`config.mk`:
```
export PLATFORM = sky130hd
export DESIGN_NAME = mem_lsu
export DESIGN_NICKNAME = d
export VERILOG_FILES = /design/src/rtl/mem_lsu.sv
export SDC_FILE = /design/constraint.sdc
export NUM_CORES = 1
export LEC_CHECK = 0
export ABC_AREA = 1
export CAP_MARGIN = 20
export CELL_PAD_IN_SITES_DETAIL_PLACEMENT = 0
export CELL_PAD_IN_SITES_GLOBAL_PLACEMENT = 2
export CORE_AREA = 5 5 145 147
export CTS_CLUSTER_SIZE = 16
export DETAILED_ROUTE_END_ITERATION = 12
export DIE_AREA = 0 0 150 152
export DONT_BUFFER_PORTS = 1
export PLACE_DENSITY_LB_ADDON = 0.25
export SYNTH_ARGS = -nofsm -noshare
export SYNTH_HDL_FRONTEND = slang
export SYNTH_SLANG_ARGS = --single-unit
```
`constraint.sdc`:
```
create_clock -name clk -period 2.7 [get_ports clk]
set_clock_uncertainty 0.15 [all_clocks]
set_input_delay 0.27 -clock clk [delete_from_list [all_inputs] [get_ports clk]]
set_output_delay 0.27 -clock clk [all_outputs]
set_load 0.1 [all_outputs]
```
`src/rtl/mem_lsu.sv`:
```
// Memory-stage load/store unit: forwards EX results to MEM/WB, issues aligned
// byte/half/word accesses on a big-endian data bus and stalls until ack/timeout.
module mem_lsu #(
  parameter int unsigned ADDR_W     = 32,
  parameter int unsigned REG_ADDR_W = 5,
  parameter int unsigned TIMEOUT    = 16
) (
  input  logic                  clk,
  input  logic                  rst,
  input  logic [REG_ADDR_W-1:0] wd_i,
  input  logic                  wreg_i,
  input  logic [31:0]           wdata_i,
  input  logic                  whilo_i,
  input  logic [31:0]           hi_i,
  input  logic [31:0]           lo_i,
  input  logic [3:0]            op_i,
  input  logic [ADDR_W-1:0]     addr_i,
  input  logic [31:0]           sdata_i,
  output logic [REG_ADDR_W-1:0] wd_o,
  output logic                  wreg_o,
  output logic [31:0]           wdata_o,
  output logic                  whilo_o,
  output logic [31:0]           hi_o,
  output logic [31:0]           lo_o,
  output logic                  stallreq_o,
  output logic                  mem_req_o,
  output logic                  mem_we_o,
  output logic [ADDR_W-1:0]     mem_addr_o,
  output logic [3:0]            mem_sel_o,
  output logic [31:0]           mem_wdata_o,
  input  logic [31:0]           mem_rdata_i,
  input  logic                  mem_ack_i,
  output logic                  align_err_o,
  output logic                  bus_err_o
);

  localparam int CNT_W = $clog2(TIMEOUT + 1);

  localparam logic [3:0] OpLb  = 4'd1;
  localparam logic [3:0] OpLbu = 4'd2;
  localparam logic [3:0] OpLh  = 4'd3;
  localparam logic [3:0] OpLhu = 4'd4;
  localparam logic [3:0] OpLw  = 4'd5;
  localparam logic [3:0] OpSb  = 4'd6;
  localparam logic [3:0] OpSh  = 4'd7;
  localparam logic [3:0] OpSw  = 4'd8;

  typedef enum logic [1:0] {StIdle, StBusy, StDone} state_t;

  state_t           state_q, state_d;
  logic [CNT_W-1:0] cnt_q, cnt_d;
  logic [31:0]      data_q, data_d;
  logic             err_q, err_d;

  logic        is_load, is_store, is_mem, is_byte, is_half, is_word, misalign;
  logic [3:0]  sel;
  logic [31:0] store_data;
  logic [7:0]  byte_lane;
  logic [15:0] half_lane;
  logic [31:0] load_data;

  // Decode access type, byte lanes and store data replication.
  always_comb begin
    is_load    = (op_i >= OpLb) && (op_i <= OpLw);
    is_store   = (op_i >= OpSb) && (op_i <= OpSw);
    is_mem     = is_load || is_store;
    is_byte    = (op_i == OpLb) || (op_i == OpLbu) || (op_i == OpSb);
    is_half    = (op_i == OpLh) || (op_i == OpLhu) || (op_i == OpSh);
    is_word    = (op_i == OpLw) || (op_i == OpSw);
    misalign   = (is_half && addr_i[0]) || (is_word && (addr_i[1:0] != 2'b00));
    sel        = 4'b0000;
    store_data = 32'h0;
    if (is_byte) begin
      sel = 4'b1000 >> addr_i[1:0];
    end else if (is_half) begin
      sel = addr_i[1] ? 4'b0011 : 4'b1100;
    end else if (is_word) begin
      sel = 4'b1111;
    end
    unique case (op_i)
      OpSb:    store_data = {4{sdata_i[7:0]}};
      OpSh:    store_data = {2{sdata_i[15:0]}};
      OpSw:    store_data = sdata_i;
      default: store_data = 32'h0;
    endcase
  end

  // Pick the addressed lane of the captured word and extend it.
  always_comb begin
    unique case (addr_i[1:0])
      2'd0:    byte_lane = data_q[31:24];
      2'd1:    byte_lane = data_q[23:16];
      2'd2:    byte_lane = data_q[15:8];
      default: byte_lane = data_q[7:0];
    endcase
    half_lane = addr_i[1] ? data_q[15:0] : data_q[31:16];
    unique case (op_i)
      OpLb:    load_data = {{24{byte_lane[7]}}, byte_lane};
      OpLbu:   load_data = {24'h0, byte_lane};
      OpLh:    load_data = {{16{half_lane[15]}}, half_lane};
      OpLhu:   load_data = {16'h0, half_lane};
      OpLw:    load_data = data_q;
      default: load_data = 32'h0;
    endcase
  end

  // State, wait counter, read-data capture and bus-error flag.
  always_ff @(posedge clk) begin
    if (rst) begin
      state_q <= StIdle;
      cnt_q   <= '0;
      data_q  <= 32'h0;
      err_q   <= 1'b0;
    end else begin
      state_q <= state_d;
      cnt_q   <= cnt_d;
      data_q  <= data_d;
      err_q   <= err_d;
    end
  end

  // Next-state: acks only matter while a request is outstanding; ack beats timeout.
  always_comb begin
    state_d = state_q;
    cnt_d   = cnt_q;
    data_d  = data_q;
    err_d   = err_q;
    unique case (state_q)
      StIdle: begin
        if (is_mem && !misalign) begin
          cnt_d = '0;
          if (mem_ack_i) begin
            data_d  = mem_rdata_i;
            err_d   = 1'b0;
            state_d = StDone;
          end else begin
            state_d = StBusy;
          end
        end
      end
      StBusy: begin
        if (mem_ack_i) begin
          data_d  = mem_rdata_i;
          err_d   = 1'b0;
          state_d = StDone;
        end else if (cnt_q == CNT_W'(TIMEOUT - 2)) begin
          // Counter would reach TIMEOUT-1: give up and flag the bus error.
          cnt_d   = cnt_q + CNT_W'(1);
          err_d   = 1'b1;
          state_d = StDone;
        end else begin
          cnt_d = cnt_q + CNT_W'(1);
        end
      end
      StDone:  state_d = StIdle;
      default: state_d = StIdle;
    endcase
  end

  // Outputs: pass-through by default, gated during stalls/errors, all-zero in reset.
  always_comb begin
    wd_o        = '0;
    wreg_o      = 1'b0;
    wdata_o     = 32'h0;
    whilo_o     = 1'b0;
    hi_o        = 32'h0;
    lo_o        = 32'h0;
    stallreq_o  = 1'b0;
    mem_req_o   = 1'b0;
    mem_we_o    = 1'b0;
    mem_addr_o  = '0;
    mem_sel_o   = 4'b0000;
    mem_wdata_o = 32'h0;
    align_err_o = 1'b0;
    bus_err_o   = 1'b0;
    if (!rst) begin
      wd_o    = wd_i;
      wreg_o  = wreg_i;
      wdata_o = wdata_i;
      whilo_o = whilo_i;
      hi_o    = hi_i;
      lo_o    = lo_i;
      unique case (state_q)
        StIdle, StBusy: begin
          if (state_q == StIdle && is_mem && misalign) begin
            align_err_o = 1'b1;
            wreg_o      = 1'b0;
            whilo_o     = 1'b0;
          end else if (state_q == StBusy || is_mem) begin
            stallreq_o  = 1'b1;
            mem_req_o   = 1'b1;
            mem_we_o    = is_store;
            mem_addr_o  = {addr_i[ADDR_W-1:2], 2'b00};
            mem_sel_o   = sel;
            mem_wdata_o = store_data;
            wreg_o      = 1'b0;
            whilo_o     = 1'b0;
          end
        end
        StDone: begin
          if (err_q) begin
            bus_err_o = 1'b1;
            wreg_o    = 1'b0;
            whilo_o   = 1'b0;
          end else if (is_load) begin
            wdata_o = load_data;
          end else if (is_store) begin
            wreg_o = 1'b0;
          end
        end
        default: ;
      endcase
    end
  end

endmodule

```
Yosys cells after proc, flatten, opt, wreduce, memory -nomap -nowiden
Cells that the tools add are included.
- flip-flop bits (word level): 40
- output and inout bits: 176
- add/subtract/negate cells: 1
- magnitude comparators: 4
- equal/unequal tests: 17
- shift-type cells: 1
- multiplexer cells: 69
- reductions and logical operators: 25
- operators with widths (operator ; number):
    $mux 32 ; 16
    $pmux 32 s5 ; 1
    $pmux 32 s3 ; 1
    $pmux 32 s2 ; 1
    $mux 4 ; 8
    $mux 1 ; 28
    $pmux 8 s3 ; 1
    $eq 4x3->1 const B ; 4
    $mux 16 ; 1
    $mux 5 ; 3
    $pmux 5 s2 ; 1
    $eq 4x2->1 const B ; 2
    $logic_or 1x1->1 ; 8
    $mux 2 ; 4
    $logic_and 1x1->1 ; 7
    $ne 2x2->1 const B ; 3
    $pmux 1 s2 ; 3
    $add 5x1->5 const B ; 1
    $eq 5x4->1 const B ; 1
    $eq 2x1->1 const B ; 2
    $eq 2x2->1 const B ; 2
    $eq 4x1->1 const B ; 1
    $eq 4x4->1 const B ; 1
    $ge 4x1->1 const B ; 1
    13 further kinds ; 16

Depth between registers and ports, before layout
Gate-level depths: netlist (run 1).
- word-level depth: 9
- depth in mapped cells: 12
- gate-level depth less buffers: 10

Worst setup path after synthesis (run 1)
No wires, ideal clock.
- kind: register to output
- from: register state_q[1]
- to: output port bus_err_o
- data arrival time: 3.222 ns
- required time: 2.280 ns
- path slack: -0.942 ns
- cell stages (with the launch flop): 7
- cell sequence: dfxtp_1 -> buf_2 -> inv_1 -> nor2_1 -> inv_1 -> clkbuf_1 -> nor3_1
- word-level cells in the longest chain between the ends: 3
- RTL lines (item ; line ; RTL):
    start: declaration ; 50 ; state_t state_q, state_d;
    start signal: assignment ; 110 ; state_q <= StIdle;
    start signal: assignment ; 115 ; state_q <= state_d;
    $eq 2x2->1 ; 183 ; unique case (state_q)
    $mux 1 ; 183 ;
    $mux 1 ; 176 ; if (!rst) begin
    end: declaration ; 34 ; output logic bus_err_o
Every way passes these cells.

Final worst setup path (run 1)
- from: register data_q[31]
- to: output port wdata_o[19]
- word-level cells in the longest chain between the ends: 6
- elaborated cells on any way between the ends: 7
- those cells by class: mux: 7
- RTL lines (item ; line ; RTL):
    start: declaration ; 52 ; logic [31:0] data_q, data_d;
    start signal: assignment ; 117 ; data_q <= data_d;
    $pmux 8 s3 / $mux 16 (equally long branches) ; 90, 96 ;
    $pmux 32 s5 * ; 97 ; unique case (op_i)
    $mux 32 * ; 205 ; end else if (is_load) begin
    $mux 32 * ; 201 ; if (err_q) begin
    $mux 32 * ; 183 ;
    $mux 32 * ; 176 ;
    end: declaration ; 21 ; output logic [31:0] wdata_o,
Every way passes the cells marked *; elsewhere a longest branch is shown, timed or not.

==> flow_summary.json, run 1 <==
{
  "status": "finished clean",
  "min_path_cells": 2,
  "synthMostInstantiatedCell": "inv_1",
  "clockRootBuffer": "clkbuf_16",
  "rsz0062_at_grt": "false",
  "vias": 5820,
  "startpoint": "data_q[31]",
  "fin_crit_sh_pct": 92.9,
  "critPathLaunchType": "flip-flop",
  "cpMostUsedCell": "nand2_1",
  "grt_use_total_pct": 17.6,
  "p_int_mw": 1.77,
  "yosys_warnings": 0,
  "synth_area_leaders": "dfxtp_1 (18%), inv_1 (13%), a21oi_1 (13%), nand2_1 (12%), nor2_1 (9.8%)",
  "cts_setup_buffers": 0,
  "r2r-start": "state_q[1]",
  "rrSetupSlack_ps": 630,
  "die_h_um": 152,
  "core_sq_um": 19800,
  "place_congestion": 0.798,
  "dp_slack_ps": 339,
  "cpMaxStageDelayCell": "dfxtp_1",
  "min_from": "mem_rdata_i[20]",
  "clockBufferDepth": 2,
  "drcViolationCount": 0,
  "grt_max_degree": 74,
  "grt_pass1_vias": 5744,
  "ir_drop_mv": 0.295,
  "cts_tree": "yes",
  "leakagePower_nw": 3.60,
  "timing.final.crit_period_ps": 2510,
  "synth-seq-area-share_pct": 17.8,
  "slew_headroom_pct": 50.3,
  "final_util_pct": 41.3,
  "async_reset_ff_share_pct": 0,
  "p_total_mw": 3.85,
  "synth_cell_types": 34,
  "r2r-end": "data_q[4]",
  "required_ps": 2280,
  "die_area_sq_um": 22800,
  "drive_gt1_share_pct": 39.0,
  "io_pins": 382,
  "power_frac_seq_pct": 17.5,
  "synth_area_sq_um": 4500,
  "worstPathArrival_ps": 2090,
  "synth-seq-cells": 40,
  "synth_area_leader_cell": "dfxtp_1",
  "avgViaCountPerCell": 4.54,
  "nets": 1219,
  "p_sw_mw": 2.08,
  "tns_ps": 0,
  "critPathKind": "reg2out",
  "max_cap_viol_count": 0,
  "crit_path_end_kind": "output port",
  "combPwrFrac_pct": 64.5,
  "register_area_sq_um": 801,
  "slew_viol_final": 0,
  "rows": 52,
  "swShare_pct": 54.1,
  "drtIter0Drc": 283,
  "die-width_um": 150,
  "clock.fmax_mhz": 399,
  "reg2regPathDepth": 8,
  "crit_chain": "nand2_1 -> a41oi_1 -> nand2_1 -> buf_4 -> nand2_1 -> nand2_1 -> a21oi_2 -> buf_12",
  "numClockSinks": 40,
  "first_pass_iters": 4,
  "finalHoldWorstSlack_ps": 0.0144,
  "wirelength_um": 21300,
  "setup_viol": 0,
  "n_antenna_cell": 0,
  "synth_commonest_cells": "inv_1 (156), nand2_1 (148), nor2_1 (118)",
  "synth_cells": 847,
  "cpPeakStageDelay_ps": 450,
  "power_density_nw_per_um2": 471,
  "numCtsBuffers": 5,
  "hold_path_end": "data_q[20]",
  "grt-ovfl-total": 0,
  "multi_input_area_sq_um": 3270,
  "syn_to_final_growth_pct": 81.6,
  "hold_path.class": "in2reg",
  "grt_pass1_wl_um": 32500,
  "ant_nets": 0,
  "synth_top_area_share_pct": 17.8,
  "syn_avg_cell_area_sq_um": 5.31,
  "worstMarginPinSlew_ps": 745,
  "start_util_pct": 22.7,
  "clock_latency_ps": 280,
  "hold_viol": 0,
  "antenna_found_initial": 0,
  "nFillCells": 2078,
  "clockPowerShare_pct": 18.0,
  "synth-edff-count": 0,
  "clk_pin_slew_ps": 60,
  "crit_fanout": 9,
  "htree_num_levels": 2,
  "setup_ws_ps": 192,
  "synth-main-ff-cell": "dfxtp_1",
  "post_drt_wl_per_cell_um": 16.6,
  "hpwl_um": 17700,
  "port_buffers": 0
}
final cells by class:
| cell class | instances | share of cell area [%] |
|---|---|---|
| Inverter | 164 | 7.57 |
| Tap cell | 270 | 4.14 |
| Clock inverter | 3 | 0.567 |
| Clock buffer | 5 | 1.53 |
| Sequential cell | 40 | 9.80 |
| Timing Repair Buffer | 212 | 36.3 |
| Multi-Input combinational cell | 588 | 40.1 |
power groups by stage:
stage               combinational (mW)  clock, mW  sequential [mW]
floorplan                         1.78          0            0.669
global route                      2.59      0.733            0.680
finish                            2.48      0.694            0.674
global placement                  2.47          0            0.687
detailed placement                2.47          0            0.687
CTS                               2.50      0.714            0.674
worst max-delay path: cells and delay by family, from the launching register on:
| family | cells | cell delay, ps |
|---|---|---|
| flops | 1 | 450 |
| simple gates | 4 | 450 |
| compound gates | 2 | 450 |
| buf+inv | 2 | 430 |
placed cells by master (no fill, tap or decap), types with 5 or more instances in the layout:
cell           instances
a31oi_2               10
a21oi_1               87
nor3_1                 8
or2_2                  5
nor3_2                 7
o211ai_1              10
a21oi_2               26
dlygate4sd3_1         13
inv_1                156
buf_4                 95
o21a_1                 6
nand2_1              148
nand4_1                8
nor3_4                 6
buf_12                97
nor2_2               120
nor2_1                29
nand3_1               46
o21ai_0               51
dfxtp_1               40
clkbuf_16              9
registers in the layout, indices dropped and copies added, names as in the netlist:
name	count
err_q	1
state_q	2
cnt_q	5
data_q	32
through the flow:
stage	area (sq um)	cells
floorplan	4770	848
global placement	7850	1260
global route	8170	1282
finish	8170	1282
CTS	8170	1282
detailed placement	7850	1260
worst max path at each step:
stage               cells after the start  slack, ps        endpoint
global route                            8         40     wdata_o[19]
global placement                       11        310    mem_sel_o[3]
CTS                                     8        130     wdata_o[19]
detailed placement                      5        340  mem_wdata_o[3]
finish                                  8        190     wdata_o[19]
floorplan                               8       -840    mem_sel_o[3]
routing by layer:
layer  track usage [%]  share of wire (%)  up-vias
met1              21.2                 39     2573
li1                  -                  -     2978
met2              31.5                 50      257
met3              5.33                9.8       12
met5                 0                  0        -
met4              2.40               0.88        0
cell families (layout without fill, tap and decap cells):
kind of cell,Yosys count,in the layout,share of synthesized area (%)
AND/OR/NAND/NOR,386,386,37.4
adder cells (fa/ha/maj),2,2,0.556
flip-flops,40,40,17.8
buffers and inverters,220,384,20.5
XOR/XNOR,3,3,0.584
other,1,2,0.0834
AO/OA/AOI/OAI,195,195,23.1
repair_timing:
action                                 4_1_cts  5_1_grt
endpoints found under the hold margin       39        0
hold buffers                                14        0
setup endpoints to repair                    0        3
gates resized for setup                      0        2
No activity file was read; power rests on OpenSTA's default activity.
==> run 2, diff against run 1 <==
Settings changed: SKIP_CTS_REPAIR_TIMING from default to 1.
==> flow_summary.json, run 2 (synthesized netlist as in run 1, its figures left out) <==
{
  "status": "finished, violations left",
  "violations": "negative hold slack",
  "min_path_cells": 2,
  "final_cell_mix": "inv_1 (156), nand2_1 (148), nor2_2 (120)",
  "rsz0062_at_grt": "false",
  "n_antenna_cell": 0,
  "place_congestion": 0.798,
  "port_buffers": 0,
  "globalRouteMet2Util_pct": 31.2,
  "grt_max_degree": 112,
  "reg2regPathDepth": 8,
  "finalHoldWorstSlack_ps": -5.23,
  "grt_pass1_vias": 5661,
  "critPathKind": "reg2out",
  "largest_register_ffs": 32,
  "drive_gt1_share_pct": 39.4,
  "die_area_sq_um": 22800,
  "drcViolationCount": 0,
  "die_h_um": 152,
  "htree_num_levels": 2,
  "r2r-end": "data_q[4]",
  "cts_tree": "yes",
  "post_drt_wl_per_cell_um": 16.7,
  "start_util_pct": 22.7,
  "clockBufferDepth": 2,
  "grt_use_met3_pct": 5.81,
  "crit_path_end_kind": "output port",
  "rrSetupSlack_ps": 630,
  "rows": 52,
  "top_regs": "data_q (32), cnt_q (5), state_q (2)",
  "grt_util_met1_pct": 21.0,
  "vias": 5783,
  "final_util_pct": 40.8,
  "numClockSinks": 40,
  "tns_ps": 0,
  "clockPowerShare_pct": 18.1,
  "slew_headroom_pct": 50.3,
  "first_pass_iters": 4,
  "hold_viol": 7,
  "combPwrFrac_pct": 64.3,
  "p_sw_mw": 2.08,
  "r2r-start": "state_q[1]",
  "io_pins": 382,
  "required_ps": 2280,
  "crit_fanout": 23,
  "fin_crit_sh_pct": 92.7,
  "p_int_mw": 1.76,
  "wirelength_um": 21200,
  "power_frac_seq_pct": 17.6,
  "clk_pin_slew_ps": 60,
  "hpwl_um": 17700,
  "syn_to_final_growth_pct": 79.6,
  "nets": 1210,
  "swShare_pct": 54.2,
  "slew_viol_final": 0,
  "hold_path.class": "in2reg",
  "drtIter0Drc": 312,
  "avgViaCountPerCell": 4.54,
  "die-width_um": 150,
  "hold_path_end": "data_q[19]",
  "max_cap_viol_count": 0,
  "core_sq_um": 19800,
  "grt_use_total_pct": 17.6,
  "worstMarginPinSlew_ps": 745,
  "grt_pass1_wl_um": 32300,
  "leakagePower_nw": 3.57,
  "timing.final.crit_period_ps": 2500,
  "min_from": "mem_rdata_i[19]",
  "setup_viol": 0,
  "clockRootBuffer": "clkbuf_16",
  "regMostFlops": "data_q",
  "critPathLaunchType": "flip-flop",
  "antenna_found_initial": 0,
  "layout_commonest_cell": "inv_1",
  "clock.fmax_mhz": 399,
  "worstPathArrival_ps": 2080,
  "grt-ovfl-total": 0,
  "ant_nets": 0,
  "numCtsBuffers": 5,
  "clock_latency_ps": 280,
  "power_density_nw_per_um2": 475,
  "busiest_layer": "met2",
  "ir_drop_mv": 0.295
}
-- run 2: cell count changes in the layout (fill, tap and decap cells not counted), sizes merged --
| cell | before | now |
|---|---|---|
| dlygate4sd3 | 13 | 4 |
-- run 2: per-layer routing --
layer	part of all wire, %	routed length, um
met2	50	10600
met1	39	8240
met4	0.89	190
met5	0	0
met3	10	2180
-- run 2: layout make-up --
cell class / count / area (sq um)
fillers: 2081 / 11700
flip-flops and latches: 40 / 801
multi-input cells: 588 / 3270
clock inverters: 3 / 46.3
clock buffers: 5 / 125
inverters: 164 / 618
well taps: 270 / 338
repair buffers: 203 / 2880
-- run 2: worst max-delay path by stage --
stage | endpoint | start | slack, ps | depth (start not counted)
finish | mem_wdata_o[3] | state_q[1] | 200 | 7
global route | wdata_o[19] | data_q[31] | 40 | 8
detailed placement | mem_wdata_o[3] | rst | 340 | 5
floorplan | mem_sel_o[3] | op_i[1] | -840 | 8
CTS | wdata_o[19] | data_q[31] | 130 | 8
global placement | mem_sel_o[3] | op_i[2] | 310 | 11
-- run 2: power by group through the flow --
stage | clock network [mW] | logic [mW] | registers [mW]
final | 0.696 | 2.47 | 0.674
after global routing | 0.733 | 2.58 | 0.680
after CTS | 0.714 | 2.47 | 0.674
after detailed placement | 0 | 2.47 | 0.687
after global placement | 0 | 2.47 | 0.687
after floorplan | 0 | 1.78 | 0.669
-- run 2: worst max-delay path: stages, from the launching register on --
cell     delay, ps
dfxtp_1        310
buf_4          160
nor2_1         320
nand2_2        140
nand3_4        100
buf_4          420
nor3_2         120
buf_16         210
-- run 2: stage by stage --
step / area, sq um / instances / hold WS [ps] / worst slack, ps / power (mW)
after floorplan: 4770 / 848 / 284 / -845 / 2.45
after global placement: 7850 / 1260 / 201 / 306 / 3.16
after detailed placement: 7850 / 1260 / 211 / 339 / 3.16
after CTS: 8020 / 1268 / -92.3 / 130 / 3.86
after global routing: 8080 / 1273 / 4.89 / 39.3 / 4.00
final: 8080 / 1273 / -5.23 / 197 / 3.84
==> run 3, diff against run 2 <==
Settings changed: SLEW_MARGIN from default to 40.
==> results of run 3 <==
No change in the layout: final DEF, timing and power equal those of run 2.
